--- config.mk ---
export PLATFORM = sky130hd
export DESIGN_NAME = ad9228_fifo_drain
export DESIGN_NICKNAME = d
export VERILOG_FILES = /design/src/rtl/ad9228_fifo_drain.sv
export SDC_FILE = /design/constraint.sdc
export NUM_CORES = 1
export LEC_CHECK = 0
export CORE_AREA = 5 5 78 80
export DETAILED_ROUTE_END_ITERATION = 6
export DIE_AREA = 0 0 83 85
export PLACE_DENSITY_LB_ADDON = 0.2
export SETUP_SLACK_MARGIN = 0.4
export SYNTH_ARGS = -nofsm -noshare
export SYNTH_HDL_FRONTEND = slang
export SYNTH_SLANG_ARGS = --single-unit
--- constraint.sdc ---
create_clock -name clk -period 1.45 [get_ports clk]
set_clock_uncertainty 0.05 [all_clocks]
set_input_delay 0.2175 -clock clk [delete_from_list [all_inputs] [get_ports clk]]
set_output_delay 0.2175 -clock clk [all_outputs]
set_load 0.005 [all_outputs]
--- src/rtl/ad9228_fifo_drain.sv ---
// ad9228_fifo_drain: round-robin drain of per-channel ADC sample FIFOs into a 32-bit stream.
// Define AD9228_DRAIN_OVF_EN to build the sticky per-channel overflow flags.
module ad9228_fifo_drain #(
    parameter int NUM_CHANNELS = 4,
    parameter int DATA_WIDTH   = 12,
    parameter int BURST_LEN    = 16
) (
    input  logic                            clk,
    input  logic                            rstn,
    input  logic                            enable,
    output logic [$clog2(NUM_CHANNELS)-1:0] fifo_addr,
    output logic [NUM_CHANNELS-1:0]         fifo_rd_en,
    input  logic                            fifo_not_empty,
    input  logic                            fifo_full,
    input  logic [DATA_WIDTH-1:0]           fifo_dout,
    output logic [31:0]                     m_tdata,
    output logic                            m_tvalid,
    input  logic                            m_tready,
    output logic                            m_tlast,
    output logic [NUM_CHANNELS-1:0]         overflow,
    input  logic                            overflow_clr
);

    localparam int AW = $clog2(NUM_CHANNELS);

    localparam logic [2:0] IDLE   = 3'd0;
    localparam logic [2:0] SELECT = 3'd1;
    localparam logic [2:0] READ   = 3'd2;
    localparam logic [2:0] LATCH  = 3'd3;
    localparam logic [2:0] SEND   = 3'd4;

    logic [2:0]    state;
    logic [AW-1:0] ch;
    logic [AW-1:0] ch_next;
    logic [7:0]    seq;
    logic [7:0]    burst_cnt;

    // The channel register drives the upstream mux select directly.
    assign fifo_addr = ch;
    assign ch_next   = (ch == AW'(NUM_CHANNELS - 1)) ? '0 : ch + AW'(1);

    always_ff @(posedge clk or negedge rstn) begin
        if (!rstn) begin
            state      <= IDLE;
            ch         <= '0;
            seq        <= '0;
            burst_cnt  <= '0;
            fifo_rd_en <= '0;
            m_tdata    <= '0;
            m_tvalid   <= 1'b0;
            m_tlast    <= 1'b0;
        end else begin
            fifo_rd_en <= '0;
            case (state)
                IDLE: begin
                    if (enable) state <= SELECT;
                end
                SELECT: begin
                    state <= enable ? READ : IDLE;
                end
                READ: begin
                    if (enable && fifo_not_empty) begin
                        fifo_rd_en[ch] <= 1'b1;
                        state          <= LATCH;
                    end else begin
                        if (!fifo_not_empty) ch <= ch_next;
                        state <= enable ? SELECT : IDLE;
                    end
                end
                // Read strobe is high this cycle; the mux shows the read word and post-read level.
                LATCH: begin
                    m_tdata  <= {seq, 8'(ch), 16'(fifo_dout)};
                    m_tlast  <= (burst_cnt == 8'(BURST_LEN - 1)) || !fifo_not_empty;
                    m_tvalid <= 1'b1;
                    state    <= SEND;
                end
                SEND: begin
                    if (m_tready) begin
                        m_tvalid <= 1'b0;
                        seq      <= seq + 8'd1;
                        if (m_tlast || !enable) begin
                            burst_cnt <= '0;
                            ch        <= ch_next;
                            state     <= enable ? SELECT : IDLE;
                        end else begin
                            burst_cnt <= burst_cnt + 8'd1;
                            state     <= READ;
                        end
                    end
                end
                default: state <= IDLE;
            endcase
        end
    end

`ifdef AD9228_DRAIN_OVF_EN
    // A full seen this cycle survives a simultaneous clear.
    always_ff @(posedge clk or negedge rstn) begin
        if (!rstn) begin
            overflow <= '0;
        end else begin
            overflow <= (overflow_clr ? '0 : overflow)
                      | (fifo_full ? (NUM_CHANNELS'(1) << ch) : '0);
        end
    end
`else
    logic unused_ovf_inputs;
    assign unused_ovf_inputs = &{1'b0, fifo_full, overflow_clr};
    assign overflow          = '0;
`endif

endmodule

==> flow_summary_export.csv, run 1 <==
group,metric,value,unit
critical_path,reg2reg_depth,5,
synthesis,yosys-top-cells-count,"49 x dfrtp_1, 24 x mux2_2, 16 x nand2_1",
synthesis,ys_ff_latch,49,
synthesis,synth_edf_count,0,
detailed_routing,vias_per_cell,4.74,
global_routing,overflow,0,
detailed_routing,post-route-drc-count,0,
timing,report.final.slew_viol_count,0,
pwr,peakVddDrop,0.569,mV
placement,placed_cell_area,2890,um2
min_path,min_path_type,"in2async",
synthesis,synth_most_common_cell,"dfrtp_1",
critical_path,critPathMaxFanout,6,
critical_path,r2r-start,"state[1]",
timing,min_period,1.45,ns
placement,routabilityCongestion,0.782,
floorplan,io_pins,63,
synthesis,yosysTopAreaCell,"dfrtp_1",
floorplan,die_area,7060,um2
floorplan,start_util,41.7,%
run,max-cap-violations,0,
synthesis,yosys-top-cells-area,"dfrtp_1 55%, mux2_2 12%, buf_4 4.7%",
timing,fin_tns_setup,-0.000987,ns
timing,worst_slack,-0.000987,ns
detailed_routing,num_vias,1615,
synthesis,synth_ff_type,"dfrtp_1",
timing,fmax,689,MHz
critical_path,cp.required,1.58,ns
detailed_routing,firstDrtPassIters,4,
detailed_routing,drt_iter0_drc,54,
pwr,power.total,4.14,mW
final_layout,area_delta_synth_final,42.5,%
global_routing,grt_usage,13.4,%
synthesis,seq_area_frac_synth,55.1,%
floorplan,die_w,83,um
clock_tree,cts_sinks,49,
synthesis,synthCells,183,
global_routing,grt_max_degree,50,
critical_path,critical_path.cell_chain,"buf_6, and4bb_2, buf_6, nand4_1, xnor2_1",
critical_path,crit_start,"state[1]",
pwr,p_leak,1.55,nW
placement,hpwl,3.22,mm
critical_path,crit_top_cell,"buf_6",
floorplan,core,5340,um2
clock_tree,h-tree-depth,2,
critical_path,cp.arrival,1.58,ns
synthesis,async_flop_share,100,%
global_routing,grt_pass1_vias,1572,
final_layout,drive_gt1_share,46.1,%
floorplan,num_rows,27,
timing,rsz0062_at_grt,"true",
run_status,failed_checks,"negative setup slack",
timing,fin_hold_ws,0.365,ns
pwr,power.density,1310,nW/um2
clock_tree,cts.clk_slew.worst_paths,0.09,ns
timing,hold_viol_final,0,
run_status,outcome,"complete, but fails checks",
critical_path,slowest_delay,0.41,ns
clock_tree,cts_tree,"built",
clock_tree,cts_root_buf,"clkbuf_8",
detailed_routing,postRouteAntennaNets,0,
floorplan,dieHeight,85,um
critical_path,cp-start-kind,"flip-flop",
detailed_routing,routed_wl,4.82,mm
synthesis,syn_area_per_cell,12.2,um2
detailed_routing,routedWlPerCell,14.1,um
timing,period_share,100,%
critical_path,rr_endpoint,"seq[4]",
global_routing,antenna_found_initial,0,
clock_tree,cts.path.max_buffers,2,
timing,setup_violations,1,
global_routing,grt_pass1_wl,7.89,mm
synthesis,synthDominantCellAreaShare,55.1,%
critical_path,critPathSlowestCell,"dfrtp_1",
critical_path,worstSetupPathType,"reg2reg",
final_layout,final_design_area_no_fill,3170,um2
final_layout,antennaDiodeCount,0,
critical_path,cp-end-kind,"flip-flop",
synthesis,synthDistinctLibCells,35,
final_layout,nets,293,
critical_path,r2r_slack,-0.001,ns
clock_tree,numCtsBuffers,5,
synthesis,synth_area,2220,um2
placement,numPortBuffers,46,
synthesis,synth_warnings,0,
clock_tree,clock_latency,0.29,ns
## per-stage QoR
step | setup slack, ns | cells | util [%]
2_1_floorplan | 0.00314 | 196 | -
3_3_place_gp | -0.279 | 317 | 54.2
3_5_place_dp | -0.302 | 317 | 54.2
4_1_cts | 0.00909 | 331 | 56.3
5_1_grt | -0.0572 | 341 | 59.4
6_report | -0.000987 | 341 | 59.4
## layer usage
layer / global-route usage, % / wire, um
met1: 17.2 / 2170
met2: 22.3 / 2430
met3: 4.08 / 161
met4: 3.42 / 57
met5: 0 / 0
## report_power, final
part	leakage (nW)	switching [mW]	internal, mW
sequential	0.635	0.183	1.67
clock	0.0585	0.453	0.563
combinational	0.855	0.520	0.750
total	1.55	1.16	2.99
## layout by cell type, fill, tap and decap left out, types with 3 or more instances in the layout
cell type,instances
nand3_2,3
ha_1,6
mux2_2,22
dfrtp_1,48
conb_1,14
nand2_1,14
buf_4,23
nand3b_1,3
and2_1,3
xnor2_1,4
clkbuf_8,6
nor2_1,5
nand4_1,3
clkdlybuf4s50_1,14
o21ai_1,3
xor2_1,3
buf_6,11
a22o_1,3
buf_2,30
## cell families (layout without fill, tap and decap cells)
logic type | after synthesis | count (layout) | share of synthesized area (%)
AO/OA/AOI/OAI | 20 | 20 | 6.92
XOR/XNOR | 7 | 7 | 2.76
adder cells (fa/ha/maj) | 6 | 6 | 3.37
buffers and inverters | 21 | 94 | 6.19
flip-flops | 49 | 49 | 55.1
multiplexers | 24 | 24 | 12.1
other | 1 | 14 | 0.169
AND/OR/NAND/NOR | 55 | 55 | 13.3
## critical path, delay by kind of cell, from the launching register on
kind	cells	cell delay [ns]
AND/OR/NAND/NOR	2	0.45
XOR/XNOR	1	0.15
flip-flops	1	0.41
buffers and inverters	2	0.28
## state kept, by name (all words and copies together) (netlist names)
| name | count |
|---|---|
| burst_cnt | 8 |
| fifo_addr | 2 |
| fifo_rd_en | 4 |
| m_tdata | 22 |
| m_tlast | 1 |
| m_tvalid | 1 |
| seq | 8 |
| state | 3 |
## cell type report
| class | instances | area (um2) |
|---|---|---|
| Inverter | 2 | 7.51 |
| Timing Repair Buffer | 84 | 676 |
| Clock buffer | 7 | 86.3 |
| Clock inverter | 1 | 30.0 |
| Sequential cell | 49 | 1230 |
| Tap cell | 72 | 90.1 |
| Multi-Input combinational cell | 126 | 1050 |
| Fill cell | 479 | 2170 |
## how the worst max path moves through the flow
stage | cells past startpoint | to | slack [ns]
6_report | 5 | seq[4] | -0.001
5_1_grt | 5 | seq[4] | -0.06
4_1_cts | 4 | fifo_addr[1] | 0.009
3_5_place_dp | 5 | burst_cnt[3] | -0.30
3_3_place_gp | 4 | burst_cnt[5] | -0.28
2_1_floorplan | 4 | burst_cnt[5] | 0.003
## repair_timing
item                                   4_1_cts  5_1_grt
pin swaps                                    8       12
setup endpoints to repair                   78       79
buffers inserted                             5        9
endpoints found under the hold margin       49        0
cloned                                       0        1
resized for setup                          136       23
hold buffers                                 1        0
Power figures use the tool's default switching activity.
==> run 2, diff against run 1 <==
--- a/config.mk
+++ b/config.mk
@@ -10,6 +10,7 @@
 export DIE_AREA = 0 0 83 85
 export PLACE_DENSITY_LB_ADDON = 0.2
 export SETUP_SLACK_MARGIN = 0.4
+export SKIP_LAST_GASP = 1
 export SYNTH_ARGS = -nofsm -noshare
 export SYNTH_HDL_FRONTEND = slang
 export SYNTH_SLANG_ARGS = --single-unit
==> run 2 against run 1 <==
The run still ends with negative setup slack left. Total power up 0.13%. Core utilization down 0.070 points. Clock power about the same. Via count down 0.12%. Register-to-register slack about the same. Count of clock-buffer cells in the layout unchanged. Final area down 0.12%.
==> flow_summary_export.csv, run 2 (synthesis gave the netlist of run 1 again) <==
group,metric,value,unit
floorplan,core,5340,um2
timing,report.final.slew_viol_count,0,
final_layout,reg_top3,"m_tdata (22), burst_cnt (8), seq (8)",
global_routing,grt_max_degree,50,
clock_tree,cts_sinks,49,
detailed_routing,drt_iter0_drc,61,
clock_tree,cts_tree,"built",
timing,hold_viol_final,0,
global_routing,antenna_found_initial,0,
critical_path,cp-start-kind,"flip-flop",
global_routing,grt_usage,13.4,%
clock_tree,clock_latency,0.29,ns
critical_path,slowest_delay,0.41,ns
final_layout,final_common_cell,"dfrtp_1",
final_layout,nets,293,
detailed_routing,postRouteAntennaNets,0,
run_status,outcome,"complete, but fails checks",
placement,routabilityCongestion,0.782,
clock_tree,cts.clk_slew.worst_paths,0.09,ns
final_layout,area_delta_synth_final,42.4,%
clock_tree,cts.path.max_buffers,2,
critical_path,critical_path.cell_chain,"buf_6, and4bb_2, buf_6, nand4_1, xnor2_1",
final_layout,n_fill_cell,481,
critical_path,critPathSlowestCell,"dfrtp_1",
critical_path,critPathMaxFanout,6,
pwr,peakVddDrop,0.569,mV
final_layout,antennaDiodeCount,0,
global_routing,grt_pass1_vias,1572,
final_layout,multi_input_area,1050,um2
critical_path,critical_path_buf_inv_count,2,
detailed_routing,routed_wl,4.82,mm
critical_path,reg2reg_depth,5,
placement,numPortBuffers,46,
final_layout,layout_common_cells,"48 x dfrtp_1, 29 x buf_2, 24 x buf_4, 22 x mux2_2",
final_layout,drive_gt1_share,45.4,%
clock_tree,cts_root_buf,"clkbuf_8",
run,max-cap-violations,0,
detailed_routing,firstDrtPassIters,4,
timing,min_period,1.45,ns
final_layout,largest_reg_flops,22,
min_path,min_path_type,"in2async",
floorplan,die_w,83,um
critical_path,cp.required,1.58,ns
timing,fin_hold_ws,0.365,ns
run_status,failed_checks,"negative setup slack",
critical_path,worstSetupPathType,"reg2reg",
floorplan,dieHeight,85,um
final_layout,largest-register,"m_tdata",
critical_path,crit_top_cell,"buf_6",
detailed_routing,post-route-drc-count,0,
clock_tree,numCtsBuffers,5,
pwr,power.density,1310,nW/um2
clock_tree,h-tree-depth,2,
floorplan,start_util,41.7,%
pwr,p_leak,1.55,nW
critical_path,cp-end-kind,"flip-flop",
timing,worst_slack,-0.00143,ns
critical_path,r2r-start,"state[1]",
critical_path,rr_endpoint,"seq[4]",
global_routing,grt_pass1_wl,7.89,mm
timing,period_share,100,%
timing,rsz0062_at_grt,"true",
floorplan,num_rows,27,
final_layout,seqCellArea,1230,um2
floorplan,die_area,7060,um2
placement,hpwl,3.22,mm
critical_path,cp.arrival,1.58,ns
final_layout,final_util,59.3,%
detailed_routing,num_vias,1613,
timing,setup_violations,1,
timing,fin_tns_setup,-0.00143,ns
critical_path,crit_family,"simple AND/OR/NAND/NOR gates",
detailed_routing,routedWlPerCell,14.1,um
floorplan,io_pins,63,
detailed_routing,vias_per_cell,4.73,
global_routing,overflow,0,
critical_path,r2r_slack,-0.001,ns
timing,fmax,689,MHz
[run 2: how the worst max path moves through the flow]
stage / from / end / cells past startpoint
global route: state[1] / seq[4] / 5
floorplan: state[1] / burst_cnt[5] / 4
CTS: state[0] / fifo_addr[1] / 4
global placement: enable / burst_cnt[5] / 4
detailed placement: m_tready / burst_cnt[3] / 5
finish: state[1] / seq[4] / 5
[run 2: where the power goes]
group / internal, mW / switching, mW
logic: 0.755 / 0.520
registers: 1.67 / 0.183
clock network: 0.563 / 0.452
[run 2: stage by stage]
stage	area, um2	std cells	worst slack, ns	power, mW
final	3170	341	-0.00143	4.15
after global routing	3170	341	-0.0572	4.42
after CTS	3000	331	0.00909	4.08
after detailed placement	2890	317	-0.302	3.20
after global placement	2890	317	-0.279	3.18
after floorplan	2300	196	0.00314	2.40
[run 2: tightest hold or removal path, cell delays in order]
cell and delay (ns):
dlygate4sd3_1 0.52, buf_2 0.12, buf_12 0.24
[run 2: final cells by class]
type / count / area share (%)
sequential: 49 / 38.8
multi-input combinational: 126 / 33.1
timing repair buffer: 84 / 21.4
tap: 72 / 2.84
clock buffer: 7 / 2.73
clock inverter: 1 / 0.948
inverter: 2 / 0.237
[run 2: timing repair]
| action | CTS | global route |
|---|---|---|
| endpoints found under the setup margin | 78 | 79 |
| buffers inserted | 5 | 9 |
| hold endpoints to repair | 49 | 0 |
| hold buffers | 1 | 0 |
| cloned | 0 | 1 |
| gates resized for setup | 136 | 19 |
| pin swaps | 8 | 12 |
[run 2: routing by layer]
metal	GRT usage, %	wire length [um]	vias up
li1	-	-	784
met1	17.2	2180	789
met2	22.3	2420	32
met3	4.08	165	8
met4	3.42	57	0
met5	0	0	-
==> RTL change, RTL diff (config.mk and constraints of run 2) <==
The parameter `DATA_WIDTH` goes from 12 to 16.
--- a/src/rtl/ad9228_fifo_drain.sv
+++ b/src/rtl/ad9228_fifo_drain.sv
@@ -3,5 +3,5 @@
 module ad9228_fifo_drain #(
     parameter int NUM_CHANNELS = 4,
-    parameter int DATA_WIDTH   = 12,
+    parameter int DATA_WIDTH   = 16,
     parameter int BURST_LEN    = 16
 ) (
Ports: changed (resized fifo_dout); port bits go from 63 to 67. The function was not compared with the original's and may differ.
==> RTL change against run 2 <==
  * The run still ends with negative setup slack left
  * Final area up 9.7%
  * Worst setup slack worse by 51 ps
  * Via count up 9.4%
  * Synthesized cell count up 2.7%
  * Area after synthesis up 6.1%
  * Total power up 8.3%
  * Fmax down 3.4%
  * Utilization up 5.8 points
  * Wire length up 13%
  * Sequential cell count up 4
  * Largest cell class unchanged
  * Die area unchanged
  * Critical path depth unchanged
  * Critical path type unchanged
==> RTL change: results (changes against run 2) <==
Critical path
  – FF-to-FF Start: state[0]
  – Arrival time at the worst endpoint: 1700 ps (+120 ps)
  – Critical path peak fanout: 7 (+1)
  – RR Endpoint: seq[3]

Clocking
  – Post_cts resized: 178 (+31%)
  – CTS Buffer Depth: 2 (unchanged)
  – Post-CTS Setup Repair Bufs: 16 (+11)
  – Clock transition at path regs: 110 ps (+20 ps)

Synthesis
  – Post-synthesis mux area share: 0.134 (+0.0121)
  – Post-synthesis adder-cell area fraction: 0.0318 (-0.00193)
  – Compound-Gate Fraction of Synth Area: 0.0652 (-0.00396)
  – Post-synth cell types: 37 (+5.7%)
  – Synth area leaders: dfrtp_1 56%, mux2_2 13%, buf_4 3.2%
  – Synth Area per Inst: 12.6 sq um (+3.3%)
  – Xor and xnor fraction of the mapped netlist area: 0.0260 (-0.00158)
  – Seq/Total Area, Yosys: 0.562 (+0.0109)

Place
  – Placed Cells incl. Taps: 330 (+4.1%)
  – Placed Area: 3120 sq um (+8.0%)
  – HPWL after detailed placement: 3580 um (+11%)
  – Placer Congestion: 0.804 (+2.8%)
  – Number of port buffers: 54 (+17%)

Routing
  – Via-per-instance ratio: 4.86 (+2.8%)
  – Total number of vias: 1765 (+9.4%)
  – Routed met1 length: 2530 um (+16%)
  – Routed met2 length: 2610 um (+7.5%)
  – DR WL met3: 253 um (+53%)
  – DRT iter0 DRCs: 70 (+15%)

Final layout
  – Largest regs: m_tdata: 26 flops, burst_cnt: 8 flops, seq: 8 flops
  – Layout Nets: 319 (+8.9%)
  – Area occupied by registers: 1330 sq um (+8.2%)

Power and ir drop
  – Lkg Pwr: 1.72 nW (+11%)

Timing
  – Final setup viols: 3 (+2)
  – Setup_tns: -77.6 ps (-76.2 ps)
  – Final worst slack: -52.4 ps (-51.0 ps)

Global routing
  – Pin count of the biggest net entering global routing: 20 (-60%)
  – Met1 usage: 0.201 (+0.0296)
  – Met3 Resource Use GR: 0.0447 (+0.00388)
  – Total track usage: 0.155 (+0.0208)
  – First-pass GRT wire length: 8830 um (+12%)

Run status
  – Failing checks: negative setup slack
  – Status: complete, but fails checks
-- RTL change: layout make-up --
class | count | area share
inverters | 3 | 0.00324
multi-input cells | 125 | 0.326
repair buffers | 102 | 0.236
clock buffers | 5 | 0.0198
flip-flops and latches | 53 | 0.382
well taps | 72 | 0.0259
clock inverters | 3 | 0.00756
-- RTL change: worst max-delay path, cell delays in order (launching register included) --
cell      delay (ps)
dfrtp_1          400
buf_6            140
and4bb_2         350
buf_8            160
nand4_1          130
xnor2_1          200
-- RTL change: power by group --
part           internal, W  total [W]  switching, W  leakage, nW
clock network     0.000353   0.000868      0.000516       0.0487
registers          0.00184    0.00204      0.000202        0.681
logic             0.000950    0.00159      0.000637        0.986
total              0.00314    0.00449       0.00135         1.72
-- RTL change: stage by stage --
| stage | hold WS (ps) | worst slack, ps |
|---|---|---|
| 3_5_place_dp | 123 | -331 |
| 3_3_place_gp | 128 | -281 |
| 2_1_floorplan | -128 | 7.75 |
| 6_report | 316 | -52.4 |
| 4_1_cts | 322 | -36.3 |
| 5_1_grt | 347 | -126 |
-- RTL change: cells by family after synthesis --
| kind of cell | after synthesis |
|---|---|
| DFF | 53 |
| xor gates and xnor gates | 7 |
| adders and majority gates | 6 |
| buffers and inverters | 19 |
| AOI/OAI and AO/OA | 20 |
| other | 1 |
| and+or+nand+nor | 54 |
| muxes | 28 |
-- RTL change: worst max-delay path by stage --
stage             start      endpoint  cells past startpoint  slack [ps]
4_1_cts         m_tlast  burst_cnt[5]                      3         -40
3_3_place_gp   m_tready  burst_cnt[0]                      5        -280
6_report       state[0]        seq[3]                      5         -50
2_1_floorplan  state[0]  burst_cnt[6]                      4           8
3_5_place_dp   m_tready  burst_cnt[0]                      5        -330
5_1_grt        state[0]        seq[3]                      5        -130
